## src/rtl/clockworks_pkg.sv

```systemverilog
// Shared types and helpers for the clock/reset sequencer slice.
package clockworks_pkg;

  typedef enum logic [1:0] {
    ST_HOLD,
    ST_STAGE,
    ST_RUN
  } state_t;

  localparam int unsigned HOLD_CYCLES_DEF     = 65535;
  localparam int unsigned STAGE_GAP_DEF       = 16;
  localparam int unsigned DEBOUNCE_CYCLES_DEF = 100000;

  // Width of a counter that must be able to hold the value n.
  function automatic int unsigned cnt_w(input int unsigned n);
    return $clog2(n + 1);
  endfunction

endpackage

```

## src/rtl/ce_divider.sv

```systemverilog
// One clock-enable channel: programmable divider with single-step override.
module ce_divider #(
  parameter int unsigned DIV_W = 16
) (
  input  logic             CLK,
  input  logic             RESET,
  input  logic             run,
  input  logic             hold,
  input  logic             step,
  input  logic [DIV_W-1:0] div,
  output logic             ce
);

  logic [DIV_W-1:0] cnt_q;
  logic [DIV_W-1:0] div_q;

  // While idle or held the divide value keeps tracking the input, so it is
  // freshly latched on the edge that (re)starts counting.
  always_ff @(posedge CLK or posedge RESET) begin
    if (RESET) begin
      cnt_q <= '0;
      div_q <= '0;
      ce    <= 1'b0;
    end else if (!run || hold) begin
      cnt_q <= '0;
      div_q <= div;
      ce    <= run && hold && step;
    end else if (cnt_q == div_q) begin
      cnt_q <= '0;
      div_q <= div;
      ce    <= 1'b1;
    end else begin
      cnt_q <= cnt_q + DIV_W'(1);
      ce    <= 1'b0;
    end
  end

endmodule

```

## src/rtl/clock_reset_sequencer.sv

```systemverilog
// Staged reset release, per-channel clock-enable dividers and single-step mode.
// Optional step_i debounce filter: define CLOCKWORKS_STEP_DEBOUNCE_EN.
module clock_reset_sequencer
  import clockworks_pkg::*;
#(
  parameter int unsigned NCH             = 4,
  parameter int unsigned DIV_W           = 16,
  parameter int unsigned NRST            = 2,
  parameter int unsigned HOLD_CYCLES     = HOLD_CYCLES_DEF,
  parameter int unsigned STAGE_GAP       = STAGE_GAP_DEF,
  parameter int unsigned DEBOUNCE_CYCLES = DEBOUNCE_CYCLES_DEF
) (
  input  logic                 CLK,
  input  logic                 RESET,
  input  logic [NCH*DIV_W-1:0] div_i,
  input  logic                 step_mode_i,
  input  logic                 step_i,
  output logic [NRST-1:0]      resetn_o,
  output logic [NCH-1:0]       ce_o,
  output logic                 ready_o
);

  localparam int unsigned HOLD_W = cnt_w(HOLD_CYCLES);
  localparam int unsigned GAP_W  = cnt_w(STAGE_GAP);

  if (NCH < 1 || NRST < 1 || HOLD_CYCLES < 1 || STAGE_GAP < 1 || DEBOUNCE_CYCLES < 1) begin : g_bad_cfg
    $error("clock_reset_sequencer: parameter out of range");
  end

  logic rst_meta;
  logic rst_int;

  always_ff @(posedge CLK or posedge RESET) begin
    if (RESET) begin
      rst_meta <= 1'b1;
      rst_int  <= 1'b1;
    end else begin
      rst_meta <= 1'b0;
      rst_int  <= rst_meta;
    end
  end

  logic step_meta;
  logic step_sync;
  logic step_lvl;
  logic step_prev;
  logic step_rise;

  always_ff @(posedge CLK or posedge rst_int) begin
    if (rst_int) begin
      step_meta <= 1'b0;
      step_sync <= 1'b0;
      step_prev <= 1'b0;
    end else begin
      step_meta <= step_i;
      step_sync <= step_meta;
      step_prev <= step_lvl;
    end
  end

`ifdef CLOCKWORKS_STEP_DEBOUNCE_EN
  localparam int unsigned DB_W = cnt_w(DEBOUNCE_CYCLES);

  logic [DB_W-1:0] db_cnt_q;
  logic            db_q;

  always_ff @(posedge CLK or posedge rst_int) begin
    if (rst_int) begin
      db_cnt_q <= '0;
      db_q     <= 1'b0;
    end else if (step_sync == db_q) begin
      db_cnt_q <= '0;
    end else if (db_cnt_q == DB_W'(DEBOUNCE_CYCLES - 1)) begin
      db_cnt_q <= '0;
      db_q     <= step_sync;
    end else begin
      db_cnt_q <= db_cnt_q + DB_W'(1);
    end
  end

  always_comb step_lvl = db_q;
`else
  always_comb step_lvl = step_sync;
`endif

  always_comb step_rise = step_lvl && !step_prev;

  state_t            state_q, state_d;
  logic [HOLD_W-1:0] hold_cnt_q, hold_cnt_d;
  logic [GAP_W-1:0]  gap_cnt_q, gap_cnt_d;
  logic [NRST-1:0]   rstn_q, rstn_d;

  always_ff @(posedge CLK or posedge rst_int) begin
    if (rst_int) begin
      state_q    <= ST_HOLD;
      hold_cnt_q <= '0;
      gap_cnt_q  <= '0;
      rstn_q     <= '0;
    end else begin
      state_q    <= state_d;
      hold_cnt_q <= hold_cnt_d;
      gap_cnt_q  <= gap_cnt_d;
      rstn_q     <= rstn_d;
    end
  end

  // Stages release strictly in order, so shifting a 1 in from bit 0 is
  // equivalent to tracking a stage index.
  always_comb begin
    state_d    = state_q;
    hold_cnt_d = hold_cnt_q;
    gap_cnt_d  = gap_cnt_q;
    rstn_d     = rstn_q;
    unique case (state_q)
      ST_HOLD: begin
        if (hold_cnt_q == HOLD_W'(HOLD_CYCLES)) begin
          rstn_d  = NRST'(1);
          state_d = (NRST == 1) ? ST_RUN : ST_STAGE;
        end else begin
          hold_cnt_d = hold_cnt_q + HOLD_W'(1);
        end
      end
      ST_STAGE: begin
        if (gap_cnt_q == GAP_W'(STAGE_GAP - 1)) begin
          gap_cnt_d = '0;
          rstn_d    = (rstn_q << 1) | NRST'(1);
          if (rstn_d[NRST-1]) state_d = ST_RUN;
        end else begin
          gap_cnt_d = gap_cnt_q + GAP_W'(1);
        end
      end
      ST_RUN:  state_d = ST_RUN;
      default: state_d = ST_HOLD;
    endcase
  end

  logic run;

  always_comb begin
    run      = (state_q == ST_RUN);
    ready_o  = run;
    resetn_o = rstn_q;
  end

  for (genvar c = 0; c < NCH; c++) begin : g_ch
    ce_divider #(
      .DIV_W(DIV_W)
    ) u_div (
      .CLK  (CLK),
      .RESET(rst_int),
      .run  (run),
      .hold (step_mode_i),
      .step (step_rise),
      .div  (div_i[c*DIV_W +: DIV_W]),
      .ce   (ce_o[c])
    );
  end

endmodule
```

## config.mk

```make
export PLATFORM = sky130hd
export DESIGN_NAME = clock_reset_sequencer
export DESIGN_NICKNAME = d
export VERILOG_FILES = /design/src/rtl/clockworks_pkg.sv /design/src/rtl/ce_divider.sv /design/src/rtl/clock_reset_sequencer.sv
export SDC_FILE = /design/constraint.sdc
export NUM_CORES = 1
export LEC_CHECK = 0
export BUFFER_PORTS_ARGS = -buffer_cell sky130_fd_sc_hd__buf_4
export CELL_PAD_IN_SITES_DETAIL_PLACEMENT = 1
export CELL_PAD_IN_SITES_GLOBAL_PLACEMENT = 2
export CORE_MARGIN = 2
export CORE_UTILIZATION = 40
export CTS_BUF_LIST = sky130_fd_sc_hd__clkbuf_4
export DETAILED_ROUTE_END_ITERATION = 10
export GPL_ROUTABILITY_DRIVEN = 0
export PLACE_DENSITY_LB_ADDON = 0.1
export SLEW_MARGIN = 20
export SYNTH_ARGS = -nofsm -noshare
export SYNTH_HDL_FRONTEND = slang
export SYNTH_SLANG_ARGS = --single-unit
```

## constraint.sdc

```tcl
create_clock -name CLK -period 6.7 [get_ports CLK]
set_input_delay 1.34 -clock CLK [delete_from_list [all_inputs] [get_ports CLK]]
set_output_delay 1.34 -clock CLK [all_outputs]
set_load 0.02 [all_outputs]
```

Yosys cells after proc, flatten, opt, wreduce, memory -nomap -nowiden --
Index checks and enable logic that the tools add are counted.
Storage, ports and cells: bits in registers 162, bits of input ports 68, output and inout port bits 7, logic and storage cells 85
Cells by class: bitwise gates (word level) 1, reductions and logical operators 15, add/sub/neg operators 6, mux-type cells 31, eq/ne operators 11
Operators with widths (count):
- 2-to-1 mux 16 bit | 16
- adder 16 x 1 -> 16 bit, second input constant | 5
- equality test 16 bit | 4
- equality test 16 bit, second input constant | 1
- nonzero test 2 bit | 5
- 2-to-1 mux 1 bit | 8
- 2-to-1 mux 2 bit | 4
- != test 2 bit, second input constant | 3
- case mux 2 bit (3 select lines) | 1
- AND reduction 3 bit | 2
- adder 5 x 1 -> 5 bit, second input constant | 1
- equality test 5 x 4 -> 1 bit, second input constant | 1
- 2-to-1 mux 5 bit | 1
- case mux 2 bit (2 select lines) | 1
- logical AND 1 bit | 3
- equality test 2 x 1 -> 1 bit, second input constant | 1
- equality test 2 bit, second input constant | 1
- logical NOT 1 bit | 2
- logical NOT 2 bit | 1
- AND reduction 2 bit | 1
- logical OR 1 bit | 1
- inverter 1 bit | 1

Logic depth before layout (Yosys ltp) --
Gate-level depths: netlist of the first run.
depth after elaboration 4, gate-level depth with buffers 7, depth with buffers taken out 7

By module --
Synthesis of the first run repeated with hierarchy kept, for this count alone.
Unflattened totals: cells, all modules 650, area, all modules 7648.6 µm²
By module, submodules not included:
- ce_divider | instances 4, cells each 133, area each 1556.5 µm²
- clock_reset_sequencer | instances 1, cells each 118, area each 1422.6 µm²

Least setup slack after synthesis of the first run --
No wires, ideal clock.
kind input to register, start input step_mode_i, end register g_ch[1].u_div.div_q[10], arrival 2.351 ns, data required time 6.575 ns, cell stages on the path 4, path slack 4.224 ns, setup time 0.125 ns, path through nor2b_1 > nand2_2 > buf_12 > mux2_4
Between the ends: longest elaborated chain between the ends 2, elaborated cells between the ends (all ways) 3
RTL lines:
- start: declaration | RTL line clock_reset_sequencer.sv:16 | input logic step_mode_i,
- logical OR 1 bit * | RTL line ce_divider.sv:24 | end else if (!run || hold) begin
- 2-to-1 mux 16 bit / nonzero test 2 bit (equally long branches)
- end signal: assignment | RTL line ce_divider.sv:26 | div_q <= div;
- end signal: assignment | RTL line ce_divider.sv:30 | div_q <= div;
- end: declaration | RTL line ce_divider.sv:15 | logic [DIV_W-1:0] div_q;
Mark *: on every way between the ends. The rest lies on a longest branch, timed or not. A chain may end at the register's enable or synchronous reset.

Final worst setup path of the first run --
start register state_q[0], end output ready_o
Between the ends: longest elaborated chain between the ends 1
RTL lines:
- start: declaration | RTL line clock_reset_sequencer.sv:88 | state_t state_q, state_d;
- start signal: assignment | RTL line clock_reset_sequencer.sv:100 | state_q <= state_d;
- equality test 2 bit | RTL line clock_reset_sequencer.sv:140 | run = (state_q == ST_RUN);
- end: declaration | RTL line clock_reset_sequencer.sv:20 | output logic ready_o
No other way between the ends.

==> flow_summary_export.csv, run 1 <==
group,metric,value,unit
run_status,status,"finished, final reports clean",
worst_setup_path,worst_setup_path_end_kind,"output pin",
placement,port_buffers,74,
placement,place_hpwl,10900,µm
worst_setup_path,r2r_slack,3.94,ns
floorplanning,core_area,0.0188,mm²
worst_setup_path,cp_num_buf_inv,2,
cts,cts_resized,0,
route,detail_route.wirelength,15700,µm
worst_setup_path,reg2regPathDepth,5,
timing,setup_viol,0,
worst_setup_path,critical_path_required,5.36,ns
yosys,synthMuxAreaShare,11.0,%
final_layout,drive_gt1_share,25.4,%
power_and_ir_drop,p_leak,3.98,nW
power_and_ir_drop,pwr-share-comb,5.2,%
timing,maxSlewViolCount,0,
final_layout,final_nets,792,
flow_run,max_cap_viol_count,0,
power_and_ir_drop,sw_frac_of_total,23.0,%
yosys,synthCells,641,
final_layout,area_delta_synth_final,12.5,%
yosys,ys_warn_count,0,
floorplanning,die_area,0.0204,mm²
power_and_ir_drop,p_sw,0.392,mW
yosys,syn_area,0.00769,mm²
timing,tns,0,ns
cts,clk_latency,0.54,ns
final_layout,fin_area,0.00866,mm²
yosys,synth_cell_types,45,
route,vias,4834,
cts,clkTransAtPathRegs,0.13,ns
worst_setup_path,r2r-start,"state_q[0]",
floorplanning,rows,50,
cts,postCtsSetupBuffers,0,
yosys,synth-seq-cells,162,
route,wl_per_cell,16.3,µm
route,firstDrtPassIters,4,
final_layout,n_fill_cell,2000,
timing,rsz0062_at_grt,"no",
worst_setup_path,critPathLaunch,"state_q[0]",
yosys,seq_area_frac_synth,52.7,%
global_routing,antenna_found_initial,1,
route,via_per_inst,5.02,
worst_setup_path,critical_path.top_delay_family,"flip-flops",
final_layout,ff_latch_area,0.00406,mm²
timing,finClkSkew,0.0182,ns
power_and_ir_drop,internal-power,1.32,mW
final_layout,multi_input_area,0.00340,mm²
worst_setup_path,cp.depth,3,
power_and_ir_drop,power.density,197,mW/mm²
floorplanning,io_pins,75,
power_and_ir_drop,clock_power_share,35.4,%
floorplanning,die_w,143,µm
timing,fmax,342,MHz
yosys,avgSynthCellArea,12.0,µm²
final_layout,final_util,46.1,%
cts,clk_path_buf_depth,2,
timing,tightest_slew,0.807,ns
worst_hold_path,worstHoldPathType,"flip-flop to flip-flop",
route,ant_nets,0,
timing,min_period,2.92,ns
worst_hold_path,hold_path_depth,0,
yosys,synth_xor_area_share,15.5,%
timing,finalHoldViolCount,0,
worst_setup_path,crit_end,"ready_o",
global_routing,grt_pass1_wl,26800,µm
global_routing,grt_usage,16.7,%
yosys,synth_compound_area_share,1.20,%
worst_setup_path,crit_type,"flip-flop to output pin",
yosys,synth-simple-area-share,14.9,%
yosys,synthAdderAreaFrac,1.63,%
cts,h-tree-depth,4,
power_and_ir_drop,seq_power_share,59.4,%
global_routing,grt_pass1_vias,5346,
cts,cts_num_sinks,162,
cts,cts_made_buffers,17,
worst_setup_path,slowest_delay,0.42,ns
worst_setup_path,start_kind,"flip-flop",
worst_setup_path,r2r_end,"g_ch[1].u_div.div_q[7]",
global_routing,grt_max_degree,83,
power_and_ir_drop,irDropWorstVdd,0.114,mV
timing,finalCritPeriodShare,43.6,%
floorplanning,dieHeight,143,µm
yosys,synth_top_family_by_area,"XOR/XNOR gates",
route,first_iter_violations,189,
yosys,synth_fp_nets,719,
route,drc_errors,0,
worst_setup_path,cp_max_fo,6,
floorplanning,start_util,41.0,%
cts,cts_tree,"yes",
worst_setup_path,worstPathArrival,1.58,ns
global_routing,gr-total-overflow,0,
cts,root_buffer,"clkbuf_4",
worst_setup_path,critical_path.cell_chain,"inv_1, ha_1, buf_4",
cts,hold_buffers,0,
timing,slew_headroom,46.0,%
placement,place_area,0.00836,mm²
worst_setup_path,crit_slowest_cell,"dfrtp_1",
[kinds of logic (layout without fill, tap and decap cells)]
family,count (synthesis),count (layout)
simple gates,217,217
flops,162,162
xor+xnor,136,136
mux,70,70
buf+inv,32,118
compound gates,13,13
fa+ha+maj,10,10
other cells,1,2
[power groups by stage]
stage / clock network (mW) / registers (mW) / logic, mW
2_1_floorplan: 0 / 1.03 / 0.0475
3_5_place_dp: 0 / 1.03 / 0.0911
3_3_place_gp: 0 / 1.03 / 0.0881
5_1_grt: 0.672 / 1.02 / 0.0993
4_1_cts: 0.633 / 1.02 / 0.0916
6_report: 0.605 / 1.01 / 0.0883
[cell type report]
class,instances,area share (%)
tap,234,3.38
antenna,1,0.0289
sequential,162,46.8
multi-input combinational,447,39.3
clock inverter,12,1.62
clock buffer,20,1.73
inverter,11,0.535
timing repair buffer,75,6.55
[layout by cell type, fill, tap and decap left out, types with 3 or more instances in the layout]
master,netlist,routed
dfrtp_1,160,160
xor2_1,100,100
buf_4,7,74
nor2_1,71,71
mux2_2,49,49
xnor2_1,36,36
nand2_1,27,27
nand3_1,25,25
and3_1,20,20
clkbuf_4,0,20
nor4_1,18,18
mux2_4,16,16
nand4_1,14,14
and4_1,10,10
inv_1,11,10
ha_1,10,10
nor3_1,8,8
o21ai_0,7,7
and2_1,7,7
nand2_2,4,4
mux2_1,3,3
clkinv_2,0,3
clkinv_1,0,3
bufinv_16,0,3
[cells in the mapped netlist, drive strengths merged]
| master | number | area [µm²] |
|---|---|---|
| dfstp | 2 | 52.6 |
| and2 | 7 | 43.8 |
| o21ai | 7 | 35.0 |
| inv | 11 | 41.3 |
| buf | 17 | 168 |
| conb | 1 | 3.75 |
| xnor2 | 36 | 315 |
| dfrtp | 160 | 4000 |
| o21a | 1 | 7.51 |
| xor2 | 100 | 876 |
| mux2 | 68 | 826 |
| o211ai | 1 | 7.51 |
| nand2 | 31 | 126 |
| nand4b | 1 | 8.76 |
| nor3 | 9 | 56.3 |
| a31oi | 2 | 27.5 |
| mux2i | 2 | 20.0 |
| nor3b | 1 | 7.51 |
| nor2 | 71 | 267 |
| and4 | 13 | 119 |
| a21o | 1 | 7.51 |
| ha | 10 | 125 |
| nand3 | 26 | 135 |
| and3 | 21 | 133 |
| o21bai | 1 | 7.51 |
| nand4 | 15 | 100 |
| nor4 | 18 | 113 |
| nor2b | 1 | 6.26 |
| nand3b | 2 | 15.0 |
| clkbuf | 4 | 25.0 |
| nor4b | 1 | 15.0 |
[worst min-delay path by stage]
stage	start	end	slack (ns)
global route	rst_meta	rst_int	0.38
detailed placement	step_meta	step_lvl	0.34
global placement	step_meta	step_lvl	0.34
CTS	rst_meta	rst_int	0.37
floorplan	step_meta	step_lvl	0.33
finish	rst_meta	rst_int	0.37
[stage by stage]
step                      hold slack [ns]  instances  total power, mW  setup WS, ns
after floorplan                     0.331        641             1.08          2.05
after CTS                           0.373        961             1.74          3.70
final                               0.370        962             1.71          3.78
after global routing                0.378        962             1.79          3.61
after detailed placement            0.344        929             1.13          3.33
after global placement              0.340        929             1.12          3.42
[metal layers]
layer / GRT usage (%) / wire length (µm)
met1: 22.8 / 7480
met2: 27.0 / 7640
met3: 3.82 / 446
met4: 4.22 / 106
met5: 0 / 0
[state kept, by name (all words and copies together), names as in the netlist]
name	flops
g_ch.u_div.div_q	64
hold_cnt_q	16
resetn_o	2
state_q	2
step_prev	1
step_meta	1
step_lvl	1
g_ch.u_div.ce	4
rst_meta	1
gap_cnt_q	5
g_ch.u_div.cnt_q	64
rst_int	1
(Power assumes the default switching activity.)
==> run 2: changes to the inputs <==
==> constraint.sdc (replaced) <==
create_clock -name CLK -period 2.7 [get_ports CLK]
set_input_delay 0.54 -clock CLK [delete_from_list [all_inputs] [get_ports CLK]]
set_output_delay 0.54 -clock CLK [all_outputs]
set_load 0.02 [all_outputs]
==> run 2 against run 1 <==
Net effect: count of clock-buffer cells in the layout decreased by 1; clock power increased to 3.0 times the previous value; worst setup slack got worse by 3.5 ns; sequential power increased by 150%; critical path depth increased by 2; register-to-register slack got worse by 3.7 ns; wire length increased by 3.6%; largest cell class unchanged; critical endpoint is now g_ch[1].u_div.div_q[14]; hold slack got worse by 0.29 ns; non-clock buffer count increased by 11; first-iteration DRC count increased by 25%; largest power group unchanged.
==> flow_summary_export.csv, run 2 (synthesis results as in run 1) <==
group,metric,value,unit
route,detail_route.wirelength,16200,µm
power_and_ir_drop,clock_power_share,40.0,%
worst_setup_path,start_kind,"flip-flop",
worst_setup_path,critical_path_required,3.17,ns
power_and_ir_drop,internal-power,3.55,mW
global_routing,gr-total-overflow,0,
floorplanning,die_area,0.0204,mm²
worst_hold_path,hold_path_depth,1,
cts,cts_made_buffers,17,
timing,min_period,2.43,ns
timing,slew_headroom,39.4,%
power_and_ir_drop,sw_frac_of_total,22.3,%
floorplanning,io_pins,75,
worst_setup_path,worstPathArrival,2.90,ns
floorplanning,core_area,0.0188,mm²
placement,place_hpwl,11300,µm
final_layout,final_common_cell,"dfrtp_1",
worst_setup_path,worst_setup_path_end_kind,"flip-flop",
final_layout,fin_cells,973,
route,firstDrtPassIters,4,
final_layout,area_delta_synth_final,14.8,%
timing,layout_setup_ws,0.271,ns
global_routing,grt_pass1_vias,5448,
timing,whs,0.0787,ns
placement,place_ws,0.246,ns
timing,fmax,412,MHz
final_layout,largest_registers,"g_ch.u_div.cnt_q (64), g_ch.u_div.div_q (64), hold_cnt_q (16)",
worst_hold_path,min_from,"step_i",
global_routing,grt_usage,17.1,%
placement,dp.cells,939,
power_and_ir_drop,power.density,517,mW/mm²
timing,setup_viol,0,
route,ant_nets,0,
worst_setup_path,r2r-start,"g_ch[1].u_div.cnt_q[8]",
route,first_iter_violations,236,
route,vias,4943,
worst_setup_path,cp_max_fo,21,
cts,cts_tree,"yes",
worst_setup_path,crit_type,"flip-flop to flip-flop",
timing,maxSlewViolCount,0,
global_routing,grt_max_degree,161,
timing,rsz0062_at_grt,"no",
final_layout,final_nets,803,
cts,h-tree-depth,4,
worst_setup_path,r2r_end,"g_ch[1].u_div.div_q[14]",
cts,cts_num_sinks,162,
cts,clk_path_buf_depth,2,
route,drc_errors,0,
floorplanning,dieHeight,143,µm
worst_setup_path,r2r_slack,0.27,ns
cts,clk_latency,0.57,ns
floorplanning,die_w,143,µm
global_routing,grt_pass1_wl,27500,µm
global_routing,antenna_found_initial,1,
power_and_ir_drop,p_leak,4.06,nW
worst_hold_path,whs_endpoint,"step_meta",
placement,port_buffers,74,
route,wl_per_cell,16.7,µm
floorplanning,start_util,41.0,%
final_layout,final_util,47.1,%
timing,tns,0,ns
timing,tightest_slew,0.910,ns
final_layout,drive_gt1_share,26.7,%
run_status,status,"finished, final reports clean",
cts,cts_resized,0,
timing,finalCritPeriodShare,90.0,%
cts,root_buffer,"clkbuf_4",
power_and_ir_drop,seq_power_share,55.1,%
power_and_ir_drop,pwr-share-comb,4.9,%
power_and_ir_drop,irDropWorstVdd,0.323,mV
cts,clkTransAtPathRegs,0.14,ns
worst_hold_path,worstHoldPathType,"input pin to flip-flop",
power_and_ir_drop,p_sw,1.02,mW
route,via_per_inst,5.08,
final_layout,layout_common_cells,"dfrtp_1 (160), xor2_1 (100), buf_4 (84), nor2_1 (71), mux2_2 (49)",
flow_run,max_cap_viol_count,0,
timing,finalHoldViolCount,0,
timing,finClkSkew,0.0182,ns
worst_setup_path,critPathLaunch,"g_ch[1].u_div.cnt_q[8]",
worst_setup_path,reg2regPathDepth,5,
floorplanning,rows,50,
==> run 2: changes by cell type in the layout (fill, tap and decap cells not counted), sizes merged <==
cell         previous run  this run
buf                    75        85
clkinv                  7         3
bufinv                  3         6
clkinvlp                2         4
clkbuf                 20        19
dlygate4sd3             0         1
==> run 2: what timing repair did <==
item | in CTS | in global routing
hold buffers | 1 | 0
buffers inserted | 0 | 0
endpoints found under the hold margin | 2 | 0
==> run 2: layer usage <==
layer / share of wire [%] / global-route usage, %
met1: 48 / 23.3
met2: 48 / 27.6
met3: 3.0 / 4.06
met4: 0.89 / 4.74
met5: 0 / 0
==> run 2: final cells by class <==
type,count,area [µm²]
fill,2006,9930
sequential,162,4060
multi-input combinational,447,3400
timing repair buffer,86,661
tap,234,293
clock inverter,13,233
clock buffer,19,143
inverter,11,45.0
antenna,1,2.50
==> run 2: critical path, stage by stage, from the launching register on <==
cell	delay [ns]
dfrtp_1	0.48
xor2_1	0.19
nor4_1	0.41
nand4_1	0.28
nand2_2	0.57
mux2_2	0.40
==> run 2: power groups by stage <==
| stage | Combinational [mW] | Sequential, mW | Clock, mW |
|---|---|---|---|
| after floorplan | 0.118 | 2.55 | 0 |
| after global placement | 0.224 | 2.56 | 0 |
| after detailed placement | 0.229 | 2.57 | 0 |
| after CTS | 0.232 | 2.52 | 1.90 |
| after global routing | 0.252 | 2.53 | 2.00 |
| final | 0.224 | 2.52 | 1.83 |
==> run 2: worst max path at each step <==
stage | endpoint | slack, ns | cells past startpoint
after global placement | g_ch[1].u_div.div_q[13] | 0.29 | 5
final | g_ch[1].u_div.div_q[14] | 0.27 | 5
after CTS | g_ch[1].u_div.div_q[14] | 0.22 | 5
after detailed placement | g_ch[1].u_div.div_q[14] | 0.25 | 5
after global routing | g_ch[1].u_div.div_q[14] | 0.07 | 5
after floorplan | g_ch[0].u_div.ce | 0.30 | 1
==> run 2: stage by stage <==
stage,cell area [µm²],power [mW]
3_5_place_dp,8450,2.79
4_1_cts,8830,4.65
6_report,8840,4.57
3_3_place_gp,8450,2.79
2_1_floorplan,7700,2.67
5_1_grt,8840,4.78
